===== config.mk =====
export PLATFORM = sky130hd
export DESIGN_NAME = sseg_scan_capture
export DESIGN_NICKNAME = d
export VERILOG_FILES = /design/src/rtl/sseg_pkg.sv /design/src/rtl/sseg_pattern_decode.sv /design/src/rtl/sseg_scan_capture.sv
export SDC_FILE = /design/constraint.sdc
export NUM_CORES = 1
export LEC_CHECK = 0
export BUFFER_PORTS_ARGS = -buffer_cell sky130_fd_sc_hd__buf_4
export CAP_MARGIN = 25
export CORE_UTILIZATION = 40
export CTS_CLUSTER_SIZE = 30
export DETAILED_ROUTE_END_ITERATION = 16
export MAX_ROUTING_LAYER = met4
export PLACE_DENSITY = 0.66
export SYNTH_ARGS = -nofsm -noshare
export SYNTH_HDL_FRONTEND = slang
export SYNTH_SLANG_ARGS = --single-unit

===== constraint.sdc =====
create_clock -name clk -period 5.85 [get_ports clk]
set_input_delay 0.585 -clock clk [delete_from_list [all_inputs] [get_ports clk]]
set_output_delay 0.585 -clock clk [all_outputs]
set_load 0.005 [all_outputs]

===== src/rtl/sseg_pkg.sv =====
// Shared definitions for seven-segment capture: segment patterns (active-low {a..g}),
// capture FSM states, and a pattern-to-nibble helper.
package sseg_pkg;

   localparam logic [6:0] SEG_0     = 7'b0000001;
   localparam logic [6:0] SEG_1     = 7'b1001111;
   localparam logic [6:0] SEG_2     = 7'b0010010;
   localparam logic [6:0] SEG_3     = 7'b0000110;
   localparam logic [6:0] SEG_4     = 7'b1001100;
   localparam logic [6:0] SEG_5     = 7'b0100100;
   localparam logic [6:0] SEG_6     = 7'b0100000;
   localparam logic [6:0] SEG_7     = 7'b0001111;
   localparam logic [6:0] SEG_8     = 7'b0000000;
   localparam logic [6:0] SEG_9     = 7'b0000100;
   localparam logic [6:0] SEG_A     = 7'b0001000;
   localparam logic [6:0] SEG_B     = 7'b1100000;
   localparam logic [6:0] SEG_C     = 7'b0110001;
   localparam logic [6:0] SEG_D     = 7'b1000010;
   localparam logic [6:0] SEG_E     = 7'b0110000;
   localparam logic [6:0] SEG_F     = 7'b0111000;
   localparam logic [6:0] SEG_BLANK = 7'b1111111;

   typedef enum logic [1:0] {
      WAIT  = 2'd0,
      COUNT = 2'd1,
      HOLD  = 2'd2
   } sseg_state_e;

   // Returns {valid, nibble}; valid is low for any pattern outside the hex glyph set.
   function automatic logic [4:0] seg_to_nibble(input logic [6:0] seg);
      logic [4:0] r;
      case (seg)
         SEG_0:   r = {1'b1, 4'h0};
         SEG_1:   r = {1'b1, 4'h1};
         SEG_2:   r = {1'b1, 4'h2};
         SEG_3:   r = {1'b1, 4'h3};
         SEG_4:   r = {1'b1, 4'h4};
         SEG_5:   r = {1'b1, 4'h5};
         SEG_6:   r = {1'b1, 4'h6};
         SEG_7:   r = {1'b1, 4'h7};
         SEG_8:   r = {1'b1, 4'h8};
         SEG_9:   r = {1'b1, 4'h9};
         SEG_A:   r = {1'b1, 4'hA};
         SEG_B:   r = {1'b1, 4'hB};
         SEG_C:   r = {1'b1, 4'hC};
         SEG_D:   r = {1'b1, 4'hD};
         SEG_E:   r = {1'b1, 4'hE};
         SEG_F:   r = {1'b1, 4'hF};
         default: r = 5'b0_0000;
      endcase
      return r;
   endfunction

endpackage


===== src/rtl/sseg_pattern_decode.sv =====
// Combinational seven-segment pattern decoder: pattern -> {valid, blank, nibble}.
// SSEG_SCAN_CAPTURE_BLANK_EN makes the all-off pattern a recognised blank digit.
module sseg_pattern_decode
   import sseg_pkg::*;
(
   input  logic [6:0] seg,
   output logic       valid,
   output logic       blank,
   output logic [3:0] nibble
);

`ifdef SSEG_SCAN_CAPTURE_BLANK_EN
   localparam bit BLANK_EN = 1'b1;
`else
   localparam bit BLANK_EN = 1'b0;
`endif

   logic [4:0] dec;

   always_comb begin
      dec    = seg_to_nibble(seg);
      valid  = dec[4];
      nibble = dec[3:0];
      blank  = BLANK_EN && (seg == SEG_BLANK);
   end

endmodule


===== src/rtl/sseg_scan_capture.sv =====
// Captures the nibble shown on each digit of a scanned common-anode display bus.
// Build option SSEG_SCAN_CAPTURE_BLANK_EN (in sseg_pattern_decode) accepts blank digits.
module sseg_scan_capture
   import sseg_pkg::*;
#(
   parameter int NDIG           = 4,
   parameter int STABLE_CYCLES  = 4,
   parameter int TIMEOUT_CYCLES = 1000000
) (
   input  logic                     clk,
   input  logic                     rst,
   input  logic [6:0]               sseg,
   input  logic [NDIG-1:0]          an,
   input  logic                     err_clr,
   output logic [4*NDIG-1:0]        digits,
   output logic [NDIG-1:0]          digit_valid,
   output logic                     digit_upd,
   output logic [$clog2(NDIG)-1:0]  upd_idx,
   output logic                     frame_done,
   output logic                     pat_err
);

   localparam int IW = $clog2(NDIG);
   localparam int CW = $clog2(STABLE_CYCLES + 1);
   localparam int TW = $clog2(TIMEOUT_CYCLES + 1);
   localparam logic [CW-1:0] STABLE_MAX  = CW'(STABLE_CYCLES);
   localparam logic [TW-1:0] TIMEOUT_MAX = TW'(TIMEOUT_CYCLES);

   sseg_state_e       state_q, state_d;
   logic [NDIG-1:0]   s_an_q, p_an_q;
   logic [6:0]        s_seg_q, p_seg_q;
   logic [CW-1:0]     stable_cnt_q, stable_cnt_d;
   logic [TW-1:0]     idle_cnt_q, idle_cnt_d;
   logic [4*NDIG-1:0] digits_q, digits_d;
   logic [NDIG-1:0]   valid_q, valid_d, mask_q, mask_d;
   logic              upd_q, upd_d, frame_q, frame_d, pat_err_q, pat_err_d;
   logic [IW-1:0]     upd_idx_q, upd_idx_d;

   logic              changed, sel_ok, capture;
   logic [IW-1:0]     sel_idx;
   logic              dec_valid, dec_blank;
   logic [3:0]        dec_nibble;

   sseg_pattern_decode u_decode (
      .seg    (s_seg_q),
      .valid  (dec_valid),
      .blank  (dec_blank),
      .nibble (dec_nibble)
   );

   // stable_cnt tracks the run length of identical samples, including the current one.
   always_comb begin
      changed = (s_an_q != p_an_q) || (s_seg_q != p_seg_q);
      sel_ok  = $onehot(~s_an_q);
      sel_idx = '0;
      for (int k = 0; k < NDIG; k++) begin
         if (!s_an_q[k]) sel_idx = IW'(k);
      end
      if (changed)                         stable_cnt_d = CW'(1);
      else if (stable_cnt_q == STABLE_MAX) stable_cnt_d = STABLE_MAX;
      else                                 stable_cnt_d = stable_cnt_q + CW'(1);
   end

   always_comb begin
      state_d = state_q;
      unique case (state_q)
         WAIT:    if (sel_ok) state_d = (stable_cnt_d == STABLE_MAX) ? HOLD : COUNT;
         COUNT: begin
            if (changed || !sel_ok)             state_d = WAIT;
            else if (stable_cnt_d == STABLE_MAX) state_d = HOLD;
         end
         HOLD:    if (changed) state_d = WAIT;
         default: state_d = WAIT;
      endcase
   end

   always_comb begin
      capture = (state_q != HOLD) && sel_ok && !changed && (stable_cnt_d == STABLE_MAX);
   end

   // A completed frame mask is reported one cycle later and cleared at that moment.
   always_comb begin
      digits_d   = digits_q;
      valid_d    = valid_q;
      upd_d      = 1'b0;
      upd_idx_d  = upd_idx_q;
      frame_d    = &mask_q;
      mask_d     = (&mask_q) ? '0 : mask_q;
      pat_err_d  = pat_err_q & ~err_clr;
      idle_cnt_d = (idle_cnt_q == TIMEOUT_MAX) ? idle_cnt_q : idle_cnt_q + TW'(1);
      if (idle_cnt_q == TIMEOUT_MAX - TW'(1)) begin
         valid_d = '0;
         mask_d  = '0;
      end
      if (capture) begin
         if (dec_valid) begin
            digits_d[4*sel_idx +: 4] = dec_nibble;
            valid_d[sel_idx]         = 1'b1;
            mask_d[sel_idx]          = 1'b1;
            upd_d                    = 1'b1;
            upd_idx_d                = sel_idx;
            idle_cnt_d               = '0;
         end else if (dec_blank) begin
            valid_d[sel_idx] = 1'b0;
            mask_d[sel_idx]  = 1'b1;
         end else begin
            pat_err_d = 1'b1;
         end
      end
   end

   always_ff @(posedge clk) begin
      if (rst) begin
         state_q      <= WAIT;
         s_an_q       <= '1;
         p_an_q       <= '1;
         s_seg_q      <= '1;
         p_seg_q      <= '1;
         stable_cnt_q <= '0;
         idle_cnt_q   <= '0;
         digits_q     <= '0;
         valid_q      <= '0;
         mask_q       <= '0;
         upd_q        <= 1'b0;
         upd_idx_q    <= '0;
         frame_q      <= 1'b0;
         pat_err_q    <= 1'b0;
      end else begin
         state_q      <= state_d;
         s_an_q       <= an;
         p_an_q       <= s_an_q;
         s_seg_q      <= sseg;
         p_seg_q      <= s_seg_q;
         stable_cnt_q <= stable_cnt_d;
         idle_cnt_q   <= idle_cnt_d;
         digits_q     <= digits_d;
         valid_q      <= valid_d;
         mask_q       <= mask_d;
         upd_q        <= upd_d;
         upd_idx_q    <= upd_idx_d;
         frame_q      <= frame_d;
         pat_err_q    <= pat_err_d;
      end
   end

   assign digits      = digits_q;
   assign digit_valid = valid_q;
   assign digit_upd   = upd_q;
   assign upd_idx     = upd_idx_q;
   assign frame_done  = frame_q;
   assign pat_err     = pat_err_q;

endmodule


# Word-level counts from Yosys, hierarchy flattened
# Index checks and enable logic that the tools add are counted.
[word_totals] reg_bits=76 output_inout_bits=25 wordCells=100
[classes] add_sub_neg=6 order_cmp=2 eq_ne=28 shifts=2 mux=28 n_bitwise=6 reduce_logical=14
[ops] op="5-bit case mux with 16 select lines" count=1
[ops] op="20-bit two-way mux" count=3
[ops] op="20-bit == test, second input constant" count=2
[ops] op="7-bit by 6-bit == test with 1-bit output, second input constant" count=5
[ops] op="4-bit negation with 34-bit output" count=1
[ops] op="4-bit by 34-bit variable shift with 16-bit output, first input constant" count=1
[ops] op="4-bit by 34-bit variable part select with 16-bit output" count=1
[ops] op="7-bit == test, second input constant" count=4
[ops] op="4-bit two-way mux" count=7
[ops] op="20-bit by 1-bit adder with 20-bit output, second input constant" count=1
[ops] op="16-bit bitwise mux" count=1
[ops] op="7-bit by 3-bit == test with 1-bit output, second input constant" count=2
[ops] op="7-bit by 4-bit == test with 1-bit output, second input constant" count=2
[ops] op="2-bit two-way mux" count=7
[ops] op="4-bit OR" count=2
[ops] op="7-bit by 1-bit == test with 1-bit output, second input constant" count=1
[ops] op="7-bit by 5-bit == test with 1-bit output, second input constant" count=1
[ops] op="7-bit logical NOT" count=1
[ops] op="7-bit != test" count=1
[ops] op="3-bit == test, second input constant" count=2
[ops] op="3-bit two-way mux" count=2
[ops] op="2-bit != test, second input constant" count=3
[ops] op="2-bit case mux with 3 select lines" count=1
[ops] op="1-bit two-way mux" count=5
[ops] op="other kinds (22)" count=29

# Longest topological paths before layout
# Gate-level depths: netlist of the first run.
[depth] ltp_word=10 depth_mapped=11 depth_no_buf=9

# By module
# From an unflattened synthesis of the first run, not the netlist that was laid out.
[hier_totals] hier_cells=388 hier_area_um2=3604.7
[modules_own_cells] module="sseg_scan_capture" instances=1 cells_per_inst=327 area_per_inst_um2=3184.3 seq_area_each_um2=1521.5
[modules_own_cells] module="sseg_pattern_decode" instances=1 cells_per_inst=61 area_per_inst_um2=420.4 seq_area_each_um2=0.0

# Worst setup path after synthesis of the first run
# OpenSTA, ideal clock, no wires.
[synth_path] path_kind="register to register" start="register s_an_q[3]" end="register digits_q[6] (netlist: digits[6])" setup_time_ps=134 arrival_ps=2960 setup_slack_ps=2756 path_stages_with_launch=12 path_buffers=2 synth_period_minus_slack_ps=3094 path_cell_list="dfxtp_1 > clkbuf_1 > inv_1 > fa_1 > ha_1 > ha_1 > or3b_2 > inv_1 > nand4b_1 > or4_4 > buf_6 > mux2i_1"
[synth_between] elab_chain_cells=8 word_cells_on_any_way=18 classes_between="3 x add/sub; 3 x eq/ne; 2 x shift; 3 x mux; 1 x bitwise; 6 x reduce/logical"
[synth_rtl] item="from (decl)" line_no="sseg_scan_capture.sv:30" rtl="logic [NDIG-1:0] s_an_q, p_an_q;"
[synth_rtl] item="from (signal assigned)" line_no="sseg_scan_capture.sv:130" rtl="s_an_q <= an;"
[synth_rtl] item="4-bit NOT" line_no="sseg_scan_capture.sv:54" rtl="sel_ok = $onehot(~s_an_q);"
[synth_rtl] item="1-bit by 1-bit adder with 2-bit output (implied by the code)" line_no="sseg_scan_capture.sv:54"
[synth_rtl] item="2-bit by 2-bit adder with 3-bit output (implied by the code)" line_no="sseg_scan_capture.sv:54"
[synth_rtl] item="3-bit by 1-bit == test with 1-bit output" line_no="sseg_scan_capture.sv:54"
[synth_rtl] item="1-bit logical AND (3 in series)" line_no="sseg_scan_capture.sv:78" rtl="capture = (state_q != HOLD) && sel_ok && !changed && (stable_cnt_d == STABLE_MAX);"
[synth_rtl] item="2-bit AND reduction (no source line)"
[synth_rtl] item="to (signal assigned)" line_no="sseg_scan_capture.sv:136" rtl="digits_q <= digits_d;"
[synth_rtl] item="to (decl)" line_no="sseg_scan_capture.sv:34" rtl="logic [4*NDIG-1:0] digits_q, digits_d;"
# Several ways; a longest one is shown, not always the timed one.
# A chain may end at the register's enable or synchronous reset.

# Worst setup path after layout of the first run
# Same ends and word-level chain as after synthesis.

==> results.toml, run 1 <==
[timing]
fmax_ghz = 0.283
hold_violations = 0
grt_setup_unrepaired = "false"
setup_viol = 0
period_share_pct = 60.3
slew_violations = 0
worst_hold_slack_ns = 0.408
tightest_slew_ns = 0.708
fin_setup_tns_ns = 0
relSlewSlack_pct = 52.7
clock-skew-final_ns = 0.00789
min_period_ns = 3.53

[critical_path]
crit_chain = "inv_1, fa_1, ha_1, ha_1, or3b_2, inv_1, nand4b_1, or4_4, mux2i_1"
endpoint_kind = "flop"
worst_path_largest_cell_delay_ns = 0.71
critPathLaunch = "s_an_q[3]$_SDFF_PP1_"
critPathMaxFanout = 15
arrival_ns = 3.75
slowest_stage = "or4_4"
worst_ep_required_time_ns = 6.07
critical_path_class = "flop to flop"
cp-start-kind = "flop"
worstReg2RegStart = "s_an_q[3]$_SDFF_PP1_"

[clock_tree]
cts_tree = "built"
cts_setup_buffers = 0
cts_hold_buffers = 0
numCtsBuffers = 9
h-tree-depth = 3
root_buffer = "clkbuf_8"
clk_pin_slew_ns = 0.07
cts-resized-gates = 0
clock_latency_ns = 0.35
ctsLongestPathBuffers = 2
clkSinkCount = 76

[synth]
synth_compound_area_share_pct = 7.64
syn-num-nets = 401
synth_xor_area_share_pct = 8.01
postSynthCellCount = 380
synth_area_sq_um = 3390
synth_top_family_by_area = "simple AND/OR/NAND/NOR gates"
synth_cell_types = 51
ys_ff_latch = 76
yosys.area.top_type_share_pct = 44.9
yosys.area_share.simple_pct = 26.8
ys_warn_count = 0
synth_top_area_cell = "dfxtp_1"
async_flop_share_pct = 0
synth_adder_area_share_pct = 2.81
synth_area_leaders = "dfxtp_1 45%, xor2_1 5.2%, mux2i_1 4.4%"
synth_edf_count = 0
ys_seq_area_share_pct = 44.9
yosys-mux-area-fraction_pct = 4.43
syn_area_per_cell_sq_um = 8.92
synthFlopType = "dfxtp_1"

[cells_and_area]
n_antenna_cell = 0
layout-drive-gt1-share_pct = 18.7
synthToLayoutAreaGrowth_pct = 15.7
nNetsFinal = 428
final_util_pct = 47.7
post-route-cell-area_sq_um = 3920

[placement]
io_buffers = 38
hpwl_um = 5010
place_congestion = 0.839
place_area_sq_um = 3690

[routing]
ant_nets = 0
first_iter_violations = 122
vias = 2660
drc = 0
vias_per_cell = 5.15
wirelength_um = 7100
wl_per_cell_um = 13.7
drtPass1Iterations = 4

[flow_run]
cap_violations = 0

[grt]
overflow = 0
grt_start_max_net_pins = 39
grt_pass1_wl_um = 12100
antenna_found_initial = 0
grt_pass1_vias = 2548
track_usage_pct = 18.4

[floorplan]
start_util_pct = 41.3
num_rows = 33
dieArea_sq_um = 8850
io_pins = 39
core_region_area_sq_um = 8220
die_h_um = 94.1
die_w_um = 94.1

[hold_path]
hp-class = "primary input to flop"
worstHoldStart = "sseg[1]"

[pwr]
max-vdd-ir-drop_uv = 107
p_leak_nw = 1.58
powerDensity_nw_per_um2 = 270

[status]
outcome = "finished clean"
## metal layers
metal  GRT usage [%]  part of all wire [%]  up-vias
met1            22.8                    48     1229
li1                -                     -     1353
met2            28.1                    45       66
met3            6.07                   5.4       12
met5               -                     0        -
met4            6.41                   1.7        0
## kinds of logic after synthesis
| logic type | Yosys count |
|---|---|
| AO/OA/AOI/OAI | 41 |
| buffers and inverters | 38 |
| AND/OR/NAND/NOR | 172 |
| multiplexers | 15 |
| flip-flops | 76 |
| adder cells (fa/ha/maj) | 7 |
| XOR/XNOR | 31 |
## worst max-delay path: cells and delay by family, from the launching register on
| family | cells | cell delay, ns |
|---|---|---|
| and+or+nand+nor | 3 | 1.62 |
| adders and majority gates | 3 | 0.91 |
| DFF | 1 | 0.47 |
| buffers and inverters | 2 | 0.25 |
| muxes | 1 | 0.14 |
## area by class of cell
cell class / count / area [sq um]
Fill cell: 804 / 4290
Inverter: 15 / 56.3
Clock buffer: 12 / 165
Timing Repair Buffer: 39 / 293
Multi-Input combinational cell: 266 / 1690
Sequential cell: 76 / 1520
Tap cell: 105 / 131
Clock inverter: 4 / 70.1
## final timing paths
| path | to | slack (ns) | depth (start not counted) |
|---|---|---|---|
| setup reg to reg | digits[6]$_SDFFE_PP0P_ | 2.32 | 9 |
| hold reg to reg | mask_q[3]$_SDFF_PP0_ | 0.46 | 2 |
| setup / recovery | digits[6]$_SDFFE_PP0P_ | 2.32 | 9 |
| hold / removal | s_seg_q[1]$_SDFF_PP1_ | 0.41 | 2 |
## registers in the layout (all words and copies together) (netlist names)
name	count
upd_idx	2
frame_done	1
stable_cnt_q	3
state_q	2
digit_upd	1
idle_cnt_q	20
digit_valid	4
mask_q	4
digits	16
pat_err	1
p_an_q	4
s_seg_q	7
p_seg_q	7
s_an_q	4
## Yosys cell counts, types with 2 or more instances
| cell | number |
|---|---|
| nand2b_1 | 5 |
| nor4bb_1 | 2 |
| clkbuf_1 | 13 |
| xor2_1 | 20 |
| nand4_1 | 6 |
| a32oi_1 | 2 |
| nand2_1 | 38 |
| and3_1 | 3 |
| or2_2 | 16 |
| buf_6 | 4 |
| o41ai_1 | 2 |
| nand3_1 | 14 |
| mux2i_1 | 15 |
| nor2b_1 | 2 |
| xnor2_1 | 11 |
| or4_1 | 6 |
| nand3b_1 | 2 |
| o31ai_1 | 5 |
| nor4_1 | 5 |
| or3_1 | 4 |
| and2_1 | 3 |
| dfxtp_1 | 76 |
| o21ai_0 | 5 |
| buf_2 | 5 |
| nor3_1 | 17 |
| a21oi_1 | 18 |
| inv_1 | 15 |
| ha_1 | 6 |
| nor2_1 | 37 |
| nand4b_1 | 2 |
## power breakdown
| group | switching, mW | internal, mW |
|---|---|---|
| Sequential | 0.0172 | 0.527 |
| Clock | 0.186 | 0.274 |
| Combinational | 0.0278 | 0.0267 |
## metrics by stage
| stage | instances | power, mW | worst slack [ns] |
|---|---|---|---|
| after global routing | 517 | 1.10 | 2.08 |
| after floorplan | 380 | 0.595 | 2.76 |
| after CTS | 517 | 1.07 | 2.35 |
| after detailed placement | 501 | 0.611 | 2.35 |
| final | 517 | 1.06 | 2.32 |
| after global placement | 501 | 0.609 | 2.48 |
## cells in the final DEF (no fill, tap or decap), drive strengths merged, types with 4 or more instances in the layout
cell | synthesis | layout
o21ai | 5 | 5
nor4 | 6 | 6
and3 | 4 | 4
nand2 | 38 | 38
ha | 6 | 6
nand2b | 5 | 5
dfxtp | 76 | 76
or4 | 7 | 7
nand3 | 14 | 14
inv | 15 | 15
mux2i | 15 | 15
xor2 | 20 | 20
and2 | 4 | 4
a21oi | 18 | 18
clkbuf | 13 | 12
xnor2 | 11 | 11
buf | 10 | 39
or2 | 16 | 16
o31ai | 5 | 5
nand4 | 6 | 6
nor3 | 17 | 17
or3 | 4 | 4
nor2 | 37 | 37
No activity file was read; power rests on OpenSTA's default activity.
==> inputs of run 2 (changes only) <==
clock period = 3.5 ns   (was 5.85 ns; I/O delays follow)
==> run 2 against run 1 <==
Effect of this change:
- setup slack got worse by 2.1 ns
- count of clock-buffer cells in the layout shrank 3
- register-to-register slack worse by 2.1 ns
- hold slack got worse by 0.22 ns
- sequential cell count did not move
- global-route usage fell by 0.14 points
- maximum frequency is 7.9% higher
- sequential share of layout area fell by 0.34 points
- wire length decreased by 1.6%
- first-iteration DRC count is 6.6% lower
- clock skew up 0.0051 ns
- clock power is 87% higher
- largest power group unchanged
==> results.toml, run 2 (synthesized netlist as in run 1, its figures left out) <==
[cells_and_area]
largest_reg_flops = 20
final_common_cell = "dfxtp_1"
synthToLayoutAreaGrowth_pct = 16.8
nNetsFinal = 429
regMostFlops = "idle_cnt_q"
nFillCells = 794
n_antenna_cell = 0
layout_common_cells = "76 x dfxtp_1, 40 x buf_4, 38 x nand2_1"
layout-drive-gt1-share_pct = 18.9

[grt]
track_usage_pct = 18.3
grt_pass1_wl_um = 12300
grt_pass1_vias = 2536
antenna_found_initial = 0
grt_start_max_net_pins = 39
overflow = 0

[placement]
io_buffers = 38
place_congestion = 0.814
hpwl_um = 4960

[timing]
fmax_ghz = 0.306
clock-skew-final_ns = 0.0130
relSlewSlack_pct = 54.8
hold_violations = 0
tightest_slew_ns = 0.678
min_period_ns = 3.27
fin_setup_tns_ns = 0
setup_viol = 0
slew_violations = 0
period_share_pct = 93.5
grt_setup_unrepaired = "false"

[pwr]
intPower_mw = 1.47
power_mw = 1.86
seq_power_share_pct = 48.9
max-vdd-ir-drop_uv = 285
powerDensity_nw_per_um2 = 470
switchingPower_uw = 390
p_sw_share_pct = 21.0
p_leak_nw = 1.59
clock_power_share_pct = 46.2
pwr-share-comb_pct = 4.9

[flow_run]
cap_violations = 0

[critical_path]
critPathMaxFanout = 11
worst_path_largest_cell_delay_ns = 0.48
cp_num_buf_inv = 3
slowest_stage = "dfxtp_1"
critical_path_class = "flop to flop"
crit_chain = "inv_1, fa_1, ha_1, ha_1, or3b_2, inv_1, nand4b_1, buf_4, or4_1, a21oi_1"
crit_family = "simple AND/OR/NAND/NOR gates"
worst_ep_required_time_ns = 3.78
arrival_ns = 3.55
cp-start-kind = "flop"
endpoint_kind = "flop"

[routing]
first_iter_violations = 114
drc = 0
ant_nets = 0
vias_per_cell = 5.12
wl_per_cell_um = 13.5
vias = 2650
drtPass1Iterations = 4
wirelength_um = 6990

[floorplan]
io_pins = 39
start_util_pct = 41.3
num_rows = 33
core_region_area_sq_um = 8220
die_w_um = 94.1
die_h_um = 94.1
dieArea_sq_um = 8850

[status]
outcome = "finished clean"

[clock_tree]
numCtsBuffers = 9
clk_pin_slew_ns = 0.08
cts-resized-gates = 0
clkSinkCount = 76
cts_tree = "built"
root_buffer = "clkbuf_8"
cts_setup_buffers = 0
ctsLongestPathBuffers = 2
clock_latency_ns = 0.35
cts_hold_buffers = 0
h-tree-depth = 3

[hold_path]
hp-class = "primary input to flop"
run 2: power groups by stage:
stage / logic (mW) / clock network (mW) / registers (mW)
2_1_floorplan: 0.0835 / 0 / 0.912
3_3_place_gp: 0.0895 / 0 / 0.928
3_5_place_dp: 0.0923 / 0 / 0.929
4_1_cts: 0.0932 / 0.880 / 0.909
5_1_grt: 0.105 / 0.923 / 0.913
6_report: 0.0920 / 0.858 / 0.910
run 2: cell type report:
cell class	count	area (sq um)	area share [%]
inverter	15	56.3	1.42
clock inverter	7	139	3.51
timing repair buffer	40	300	7.59
multi-input combinational	266	1690	42.6
tap	105	131	3.32
clock buffer	9	124	3.13
sequential	76	1520	38.4
run 2: worst register-to-register path, delay by kind of cell, from the launching register on:
kind                       cells  cell delay, ns
buffers and inverters          3            0.50
adders and majority gates      3            0.95
and+or+nand+nor                3            1.14
AOI/OAI and AO/OA              1            0.14
DFF                            1            0.48
run 2: worst paths after layout:
path / start / end / slack [ns] / cells after the start
min reg2reg: mask_q[0]$_SDFF_PP0_ / mask_q[0]$_SDFF_PP0_ / 0.46 / 2
min: sseg[4] / s_seg_q[4]$_SDFF_PP1_ / 0.18 / 2
max reg2reg: s_an_q[3]$_SDFF_PP1_ / digits[7]$_SDFFE_PP0P_ / 0.23 / 10
max: s_an_q[3]$_SDFF_PP1_ / digits[7]$_SDFFE_PP0P_ / 0.23 / 10
run 2: stage by stage:
| stage | utilization [%] | cell area [sq um] | cells | setup slack [ns] | hold slack [ns] |
|---|---|---|---|---|---|
| 4_1_cts | 48.2 | 3960 | 518 | 0.284 | 0.168 |
| 5_1_grt | 48.2 | 3960 | 518 | 0.0532 | 0.157 |
| 2_1_floorplan | - | 3390 | 380 | 0.406 | 0.436 |
| 3_3_place_gp | 45.0 | 3690 | 502 | 0.399 | 0.446 |
| 3_5_place_dp | 45.0 | 3690 | 502 | 0.311 | 0.452 |
| 6_report | 48.2 | 3960 | 518 | 0.229 | 0.184 |
run 2: per-layer routing:
layer	global-route usage [%]	wire [um]
met2	26.9	3100
met4	5.00	78
met1	24.6	3530
met3	4.94	280
met5	-	0
==> inputs of run 3 (changes only) <==
BUFFER_PORTS_ARGS = -buffer_cell sky130_fd_sc_hd__buf_2   (was -buffer_cell sky130_fd_sc_hd__buf_4)
==> run 3 against run 2 <==
Effect of this change:
- total power shrank 7.2%
- global-route usage shrank 0.33 points
- maximum frequency grew 2.7%
- cell count is the same
- clock skew shrank 0.0017 ns
- critical path depth is the same
- die area is the same
- hold slack lost 0.011 ns
- via count shrank 1.5%
- sequential power is essentially flat
- cell area shrank 3.5%
- wire length shrank 0.77%
- largest cell class unchanged
- largest power group unchanged
==> results.toml, run 3 (synthesized netlist as in run 1, its figures left out) <==
[clock_tree]
clock_latency_ns = 0.35
root_buffer = "clkbuf_8"
cts_tree = "built"
clkSinkCount = 76
ctsLongestPathBuffers = 2
h-tree-depth = 3
numCtsBuffers = 9
clk_pin_slew_ns = 0.08
cts_setup_buffers = 0
cts-resized-gates = 0
cts_hold_buffers = 0

[timing]
fmax_ghz = 0.314
min_period_ns = 3.19
fin_setup_tns_ns = 0
tightest_slew_ns = 0.728
slew_violations = 0
clock-skew-final_ns = 0.0113
setup_viol = 0
worst_hold_slack_ns = 0.173
relSlewSlack_pct = 51.4
grt_setup_unrepaired = "false"
period_share_pct = 91.1
hold_violations = 0

[floorplan]
die_w_um = 94.1
start_util_pct = 41.3
die_h_um = 94.1
io_pins = 39
core_region_area_sq_um = 8220
num_rows = 33
dieArea_sq_um = 8850

[routing]
first_iter_violations = 95
vias = 2611
top_layer = "met4"
drc = 0
met2_length_um = 3050
met3_length_um = 309
ant_nets = 0
vias_per_cell = 5.04
wl_per_cell_um = 13.4
wirelength_met1_um = 3470
wirelength_um = 6930
drtPass1Iterations = 4

[critical_path]
critical_path_class = "flop to flop"
ff2ff_path_depth = 10
rrSetupSlack_ns = 0.31
worstReg2RegStart = "s_an_q[3]$_SDFF_PP1_"
r2r-end = "digits[7]$_SDFFE_PP0P_"
worst_ep_required_time_ns = 3.77
cp-start-kind = "flop"
critPathMaxFanout = 12
endpoint_kind = "flop"
arrival_ns = 3.46

[pwr]
powerDensity_nw_per_um2 = 452
clock_power_share_pct = 42.3
max-vdd-ir-drop_uv = 262
p_leak_nw = 1.56
switchingPower_uw = 384
p_sw_share_pct = 22.2
power_mw = 1.73
seq_power_share_pct = 52.7
pwr-share-comb_pct = 5.0
intPower_mw = 1.34

[placement]
place_congestion = 0.821
dp.cells = 502
io_buffers = 38
place_area_sq_um = 3600
hpwl_um = 4930

[grt]
track_usage_pct = 18.0
grt_start_max_net_pins = 39
grt_pass1_vias = 2400
overflow = 0
grt_pass1_wl_um = 11700
antenna_found_initial = 0

[cells_and_area]
synthToLayoutAreaGrowth_pct = 12.6
nFillCells = 801
nNetsFinal = 429
final_common_cell = "dfxtp_1"
layout_common_cells = "76 x dfxtp_1, 38 x nand2_1, 38 x buf_2"
layout-drive-gt1-share_pct = 18.4
final_cells = 518
post-route-cell-area_sq_um = 3820
n_antenna_cell = 0
regMostFlops = "idle_cnt_q"
largest_reg_flops = 20

[hold_path]
hp-class = "primary input to flop"
hold_path_depth = 2
hold_path_end = "s_an_q[2]$_SDFF_PP1_"
worstHoldStart = "an[2]"

[flow_run]
cap_violations = 0

[status]
outcome = "finished clean"
run 3: per-layer routing:
layer | vias to the layer above | GRT usage [%]
met5 | - | -
met4 | 0 | 6.03
met3 | 11 | 6.55
met2 | 53 | 25.4
met1 | 1195 | 23.6
li1 | 1352 | -
run 3: power by group through the flow:
stage / clock network, mW / logic, mW / registers, mW
2_1_floorplan: 0 / 0.0835 / 0.912
3_3_place_gp: 0 / 0.0854 / 0.929
3_5_place_dp: 0 / 0.0874 / 0.930
4_1_cts: 0.754 / 0.0876 / 0.909
5_1_grt: 0.788 / 0.0975 / 0.913
6_report: 0.730 / 0.0864 / 0.910
run 3: critical path, cell delays in order (launching register included):
cell	delay [ns]
dfxtp_1	0.46
inv_1	0.16
fa_1	0.45
ha_1	0.19
ha_1	0.26
or3b_2	0.47
inv_1	0.08
nand4b_1	0.18
buf_4	0.23
or4_1	0.46
a21oi_1	0.15
run 3: final cells by class:
class	instances	area, sq um	share of cell area, %
Clock buffer	12	145	3.80
Clock inverter	4	72.6	1.90
Timing Repair Buffer	40	205	5.38
Tap cell	105	131	3.44
Sequential cell	76	1520	39.9
Inverter	15	56.3	1.47
Multi-Input combinational cell	266	1690	44.1
run 3: stage by stage:
step                utilization [%]  setup WS, ns
finish                         46.5         0.313
global route                   46.5         0.110
CTS                            46.5         0.317
detailed placement             43.8         0.363
global placement               43.8         0.408
floorplan                         -         0.406
run 3: worst max path at each step:
stage	from	endpoint	slack [ns]	cells past startpoint
6_report	s_an_q[3]$_SDFF_PP1_	digits[7]$_SDFFE_PP0P_	0.31	10
5_1_grt	s_an_q[3]$_SDFF_PP1_	upd_idx[0]$_SDFFE_PP0P_	0.11	10
4_1_cts	s_an_q[3]$_SDFF_PP1_	digits[7]$_SDFFE_PP0P_	0.32	10
3_5_place_dp	s_an_q[3]$_SDFF_PP1_	digits[7]$_SDFFE_PP0P_	0.36	10
3_3_place_gp	s_an_q[1]$_SDFF_PP1_	digits[7]$_SDFFE_PP0P_	0.41	10
2_1_floorplan	s_an_q[3]$_SDFF_PP1_	digits[6]$_SDFFE_PP0P_	0.41	11
